<file path="src/rtl/snake_pkg.sv">
// Shared types and constants for the snake LCD drawing path: object codes,
// RGB565 colours, LCD opcodes and the cell-draw FSM states.
package snake_pkg;

    typedef enum logic [2:0] {
        OBJ_EMPTY  = 3'd0,
        OBJ_BODY   = 3'd1,
        OBJ_HEAD   = 3'd2,
        OBJ_APPLE  = 3'd3,
        OBJ_BORDER = 3'd4
    } obj_code_t;

    typedef enum logic [2:0] {
        IDLE,
        CASET_C,
        CASET_D,
        PASET_C,
        PASET_D,
        RAMWR_C,
        PIXELS
    } draw_state_t;

    localparam logic [15:0] RGB_EMPTY  = 16'h0000;
    localparam logic [15:0] RGB_BODY   = 16'h07E0;
    localparam logic [15:0] RGB_HEAD   = 16'hFFE0;
    localparam logic [15:0] RGB_APPLE  = 16'hF800;
    localparam logic [15:0] RGB_BORDER = 16'h001F;

    localparam logic [7:0] LCD_CASET = 8'h2A;
    localparam logic [7:0] LCD_PASET = 8'h2B;
    localparam logic [7:0] LCD_RAMWR = 8'h2C;

    // Unassigned codes 101..111 fall through to the background colour.
    function automatic logic [15:0] obj_colour(input obj_code_t code);
        case (code)
            OBJ_BODY:   return RGB_BODY;
            OBJ_HEAD:   return RGB_HEAD;
            OBJ_APPLE:  return RGB_APPLE;
            OBJ_BORDER: return RGB_BORDER;
            default:    return RGB_EMPTY;
        endcase
    endfunction

endpackage

</file>
<file path="src/rtl/cell_draw_ctrl_if.sv">
// Byte-wide valid/ready link from the cell drawer to the LCD bus writer.
interface cell_draw_ctrl_if;
    logic       wr_valid;
    logic       wr_ready;
    logic       wr_dc;
    logic [7:0] wr_data;

    modport master (output wr_valid, output wr_dc, output wr_data, input wr_ready);
    modport slave  (input wr_valid, input wr_dc, input wr_data, output wr_ready);
endinterface

</file>
<file path="src/rtl/cell_draw_ctrl.sv">
// Turns each changed grid cell into an LCD window + RAM write + colour fill byte
// stream, holding frame_tracker off while the cell is being drawn.
module cell_draw_ctrl
    import snake_pkg::*;
#(
    parameter int          CELL_PX  = 10,
    parameter logic [15:0] X_OFFSET = 16'd0,
    parameter logic [15:0] Y_OFFSET = 16'd0
) (
    input  logic             clk,
    input  logic             nrst,
    input  logic [3:0]       x,
    input  logic [3:0]       y,
    input  logic [2:0]       obj_code,
    input  logic             diff,
    output logic             tracker_en,
    output logic             busy,
    output logic             cell_done,
    cell_draw_ctrl_if.master wr
);

    localparam int PIX_N = CELL_PX * CELL_PX;
    localparam int PIX_W = $clog2(PIX_N + 1);

    draw_state_t      state_q, state_d;
    logic [1:0]       idx_q;
    logic [PIX_W-1:0] pix_q;
    logic             lo_q;
    logic [3:0]       x_q, y_q;
    logic [2:0]       obj_q;
    logic             accept, param_last, last_byte;
    logic [15:0]      xs, xe, ys, ye, colour;

    function automatic logic [7:0] param_byte(input logic [15:0] s, input logic [15:0] e,
                                              input logic [1:0] i);
        case (i)
            2'd0:    return s[15:8];
            2'd1:    return s[7:0];
            2'd2:    return e[15:8];
            default: return e[7:0];
        endcase
    endfunction

    assign busy       = (state_q != IDLE);
    assign tracker_en = ~busy;
    assign accept     = busy & wr.wr_ready;
    assign param_last = (idx_q == 2'd3);
    assign last_byte  = (state_q == PIXELS) && lo_q && (pix_q == PIX_W'(PIX_N - 1));

    // Window corners wrap mod 2^16 by construction of the 16-bit arithmetic.
    assign xs     = X_OFFSET + 16'(x_q) * 16'(CELL_PX);
    assign xe     = xs + 16'(CELL_PX - 1);
    assign ys     = Y_OFFSET + 16'(y_q) * 16'(CELL_PX);
    assign ye     = ys + 16'(CELL_PX - 1);
    assign colour = obj_colour(obj_code_t'(obj_q));

    always_ff @(posedge clk or negedge nrst) begin
        if (!nrst) state_q <= IDLE;
        else       state_q <= state_d;
    end

    always_comb begin
        state_d = state_q;
        case (state_q)
            IDLE:    if (diff) state_d = CASET_C;
            CASET_C: if (accept) state_d = CASET_D;
            CASET_D: if (accept && param_last) state_d = PASET_C;
            PASET_C: if (accept) state_d = PASET_D;
            PASET_D: if (accept && param_last) state_d = RAMWR_C;
            RAMWR_C: if (accept) state_d = PIXELS;
            PIXELS:  if (accept && last_byte) state_d = IDLE;
            default: state_d = IDLE;
        endcase
    end

    // Byte presented is a pure function of state and counters, so it cannot move
    // until the writer accepts it.
    always_comb begin
        wr.wr_valid = busy;
        wr.wr_dc    = 1'b0;
        wr.wr_data  = 8'h00;
        case (state_q)
            CASET_C: wr.wr_data = LCD_CASET;
            CASET_D: begin
                wr.wr_dc   = 1'b1;
                wr.wr_data = param_byte(xs, xe, idx_q);
            end
            PASET_C: wr.wr_data = LCD_PASET;
            PASET_D: begin
                wr.wr_dc   = 1'b1;
                wr.wr_data = param_byte(ys, ye, idx_q);
            end
            RAMWR_C: wr.wr_data = LCD_RAMWR;
            PIXELS: begin
                wr.wr_dc   = 1'b1;
                wr.wr_data = lo_q ? colour[7:0] : colour[15:8];
            end
            default: ;
        endcase
    end

    always_ff @(posedge clk or negedge nrst) begin
        if (!nrst) begin
            idx_q     <= 2'd0;
            pix_q     <= '0;
            lo_q      <= 1'b0;
            cell_done <= 1'b0;
        end else begin
            cell_done <= accept & last_byte;
            if (accept) begin
                case (state_q)
                    CASET_D, PASET_D: idx_q <= idx_q + 2'd1;
                    PIXELS: begin
                        lo_q <= ~lo_q;
                        if (lo_q) pix_q <= last_byte ? '0 : pix_q + 1'b1;
                    end
                    default: ;
                endcase
            end
        end
    end

    always_ff @(posedge clk) begin
        if (state_q == IDLE && diff) begin
            x_q   <= x;
            y_q   <= y;
            obj_q <= obj_code;
        end
    end

endmodule
</file>
<file path="src/flat_wrapper.sv">
// flat-port wrapper written by rule: the top's interface ports become plain ports
module cell_draw_ctrl_flat import snake_pkg::*;
#(
    parameter int          CELL_PX  = 10,
    parameter logic [15:0] X_OFFSET = 16'd0,
    parameter logic [15:0] Y_OFFSET = 16'd0
)
  (clk, nrst, x, y, obj_code, diff, tracker_en, busy, cell_done, wr_wr_valid, wr_wr_dc, wr_wr_data, wr_wr_ready);
  cell_draw_ctrl_if wr_i ();
  input  logic clk;
  input  logic nrst;
  input  logic [3:0] x;
  input  logic [3:0] y;
  input  logic [2:0] obj_code;
  input  logic diff;
  output logic tracker_en;
  output logic busy;
  output logic cell_done;
  output wire logic [$bits(wr_i.wr_valid)-1:0] wr_wr_valid;
  output wire logic [$bits(wr_i.wr_dc)-1:0] wr_wr_dc;
  output wire logic [$bits(wr_i.wr_data)-1:0] wr_wr_data;
  input wire logic [$bits(wr_i.wr_ready)-1:0] wr_wr_ready;
  assign wr_wr_valid = wr_i.wr_valid;
  assign wr_wr_dc = wr_i.wr_dc;
  assign wr_wr_data = wr_i.wr_data;
  assign wr_i.wr_ready = wr_wr_ready;
  cell_draw_ctrl #(.CELL_PX(CELL_PX), .X_OFFSET(X_OFFSET), .Y_OFFSET(Y_OFFSET)) u_core (.clk(clk), .nrst(nrst), .x(x), .y(y), .obj_code(obj_code), .diff(diff), .tracker_en(tracker_en), .busy(busy), .cell_done(cell_done), .wr(wr_i));
endmodule
</file>
<file path="config.mk">
export PLATFORM = sky130hd
export DESIGN_NAME = cell_draw_ctrl_flat
export DESIGN_NICKNAME = d
export VERILOG_FILES = /design/src/rtl/snake_pkg.sv /design/src/rtl/cell_draw_ctrl_if.sv /design/src/rtl/cell_draw_ctrl.sv /design/src/flat_wrapper.sv
export SDC_FILE = /design/constraint.sdc
export NUM_CORES = 1
export LEC_CHECK = 0
export CAP_MARGIN = 40
export CORE_MARGIN = 4
export CORE_UTILIZATION = 56
export CTS_BUF_LIST = sky130_fd_sc_hd__clkbuf_4
export DETAILED_ROUTE_END_ITERATION = 6
export PLACE_DENSITY = 0.93
export REMOVE_ABC_BUFFERS = 1
export SLEW_MARGIN = 5
export SYNTH_ARGS = -nofsm -noshare
export SYNTH_HDL_FRONTEND = slang
export SYNTH_SLANG_ARGS = --single-unit
</file>
<file path="constraint.sdc">
create_clock -name clk -period 3.2 [get_ports clk]
set_input_delay 0.32 -clock clk [delete_from_list [all_inputs] [get_ports clk]]
set_output_delay 0.32 -clock clk [all_outputs]
set_load 0.005 [all_outputs]
</file>
==> qor.yml <==
vias: 1495
worst_setup_path_start_kind: "flip-flop"
worst_pin_slew_ns: 0.643
design_area_mm2: 0.00220
core_mm2: 0.00305
seq_area_um2: 681
hpwlAfterDp_um: 2980
worstReg2RegEnd: "u_core.pix_q[6]$_DFFE_PN0P_"
async_flop_share: 0.560
maxCapViolCount: 0
syn-instance-count: 183
rsz0062_at_grt: "yes"
placed_area_mm2: 0.00209
grt_pass1_vias: 1448
skew_ns: 0.00393
ys_seq_area_frac: 0.379
placedCellCount: 249
grt_max_degree: 22
p_per_area_mw_per_mm2: 733
reg2reg_slack_ns: 1.20
timing.fmax_mhz: 308
criticalPathCategory: "flip-flop to output port"
mostFrequentLayoutCell: "clkdlybuf4s50_1"
viasPerCell: 5.73
globalRouteOverflowTotal: 0
clock_path_buffers: 2
hold_buffers: 0
ys_ff_latch: 25
die_h_um: 64.6
fin_cells: 261
p_total_w: 0.00161
syn_to_final_growth_pct: 22.5
clkLatencyLatePin_ns: 0.32
initial_core_util: 0.588
reg2reg_from: "u_core.state_q[0]$_DFFE_PN0P_"
path_max_fanout: 2
maxSlewViolCount: 0
synth_edf_count: 11
row_count: 20
end_kind: "output port"
grt_pass1_wl_um: 6700
synth-warning-count: 0
fin_ws_ns: -0.0510
h-tree-depth: 1
finalSetupViolCount: 2
die_area_mm2: 0.00417
totalWireLength_um: 4160
drtIter0Drc: 171
violations: "negative setup slack"
synth_area_mm2: 0.00179
n_antenna_cell: 0
gr-usage-all-layers: 0.211
cp.arrival_ns: 2.93
multi_input_area_mm2: 0.00107
clockRootBuffer: "clkbuf_4"
required_ns: 2.88
p_leak_nw: 0.957
antenna_found_initial: 0
fin_crit_sh: 1.02
fin_crit_ns: 3.25
nFillCells: 224
wire_per_inst_um: 15.9
path_clk_slew_ns: 0.14
gp_congestion: 0.884
drive_above_1_share: 0.171
cts_tree: "done"
finalHoldViolations: 0
drc: 0
die_x_um: 64.6
io_pins: 28
port_buffers: 27
syn_area_per_cell_um2: 9.80
cts.sinks: 25
synth-main-ff-cell: "dfrtp_1"
r2r_cells: 5
worstHoldPathType: "primary input to asynchronous set/reset pin"
mostFrequentLayoutCells: "clkdlybuf4s50_1 (23), nand2_1 (17), dfrtp_1 (14)"
first_pass_iters: 4
relSlewSlack: 0.570
peakVddDrop_mv: 0.365
cts_buffers: 3
ant_nets: 0
yosys.cell_types.count: 53
outcome: "complete, but fails checks"
layout.nets: 250
-- state kept, by name (all words and copies together), names as in the netlist --
register	flops
u_core.lo_q	1
u_core.pix_q	7
u_core.obj_q	3
u_core.x_q	4
u_core.state_q	3
u_core.idx_q	2
u_core.y_q	4
u_core.cell_done	1
-- per-stage QoR --
stage / utilization / hold slack [ns] / setup WS, ns / TNS, ns
finish: 0.720 / 0.374 / -0.0510 / -0.0668
global route: 0.720 / 0.405 / -0.195 / -0.426
CTS: 0.710 / 0.388 / -0.0980 / -0.0980
detailed placement: 0.684 / 0.504 / -0.00583 / -0.00583
global placement: 0.684 / 0.487 / 0.116 / 0
floorplan: - / 0.0244 / 0.573 / 0
-- critical path: stages (launching register included) --
cell and delay, ns:
edfxtp_1 0.44, ha_1 0.30, ha_2 0.18, inv_2 0.04
fa_1 0.48, buf_4 0.15, nand3b_1 0.17, and3_1 0.21
o21ai_1 0.11, o21ai_1 0.09, a221o_1 0.30, clkbuf_2 0.12
-- cells by family (layout without fill, tap and decap cells) --
family	Yosys count	count (layout)	share of synthesized area
and+or+nand+nor	71	71	0.211
muxes	5	5	0.0293
buffers and inverters	15	49	0.0425
adders and majority gates	17	17	0.127
AOI/OAI and AO/OA	37	37	0.139
xor gates and xnor gates	13	13	0.0718
DFF	25	25	0.379
-- synth_stat cells (all sizes together), types with 3 or more instances --
library cell | instances | share of area
buf | 7 | 0.026
nand2 | 19 | 0.041
and2 | 3 | 0.010
dfrtp | 14 | 0.20
nor2b | 3 | 0.015
a21oi | 10 | 0.028
nor2 | 13 | 0.027
xor2 | 5 | 0.029
mux2i | 3 | 0.017
inv | 8 | 0.017
nand4 | 5 | 0.017
and3 | 5 | 0.017
o21ai | 8 | 0.022
nand3 | 5 | 0.017
xnor2 | 8 | 0.043
ha | 15 | 0.10
edfxtp | 11 | 0.18
nor3 | 5 | 0.014
-- layout make-up --
cell class,instances,area share
inverters,8,0.0137
clock buffers,4,0.0137
multi-input cells,143,0.488
flip-flops and latches,25,0.310
repair buffers,37,0.150
well taps,44,0.0250
-- worst max-delay path by stage --
stage	cells past startpoint	start	end	slack [ns]
3_5_place_dp	10	u_core.y_q[1]$_DFFE_PP_	wr_wr_data[7]	-0.006
3_3_place_gp	11	u_core.y_q[1]$_DFFE_PP_	wr_wr_data[6]	0.12
4_1_cts	9	u_core.x_q[1]$_DFFE_PP_	wr_wr_data[7]	-0.1
6_report	11	u_core.y_q[1]$_DFFE_PP_	wr_wr_data[7]	-0.05
2_1_floorplan	9	u_core.y_q[3]$_DFFE_PP_	wr_wr_data[7]	0.57
5_1_grt	11	u_core.y_q[1]$_DFFE_PP_	wr_wr_data[7]	-0.19
-- power breakdown --
part           internal (W)  switching, W  total [W]
Sequential         0.000413      0.000131   0.000544
Clock             0.0000574     0.0000969   0.000154
Combinational      0.000468      0.000445   0.000914
-- routing by layer --
layer	part of all wire	GRT usage	vias to the layer above
met5	0	0	-
met4	0.015	0.100	0
met3	0.044	0.0329	6
met2	0.51	0.352	47
met1	0.43	0.266	710
li1	-	-	732
-- repair_timing --
| item | CTS | global route |
|---|---|---|
| gates resized for setup | 12 | 17 |
| endpoints found under the setup margin | 4 | 5 |
| endpoints found under the hold margin | 0 | 0 |
| setup buffers | 5 | 4 |
| pin swaps | 8 | 11 |
No activity file was read; power rests on OpenSTA's default activity.
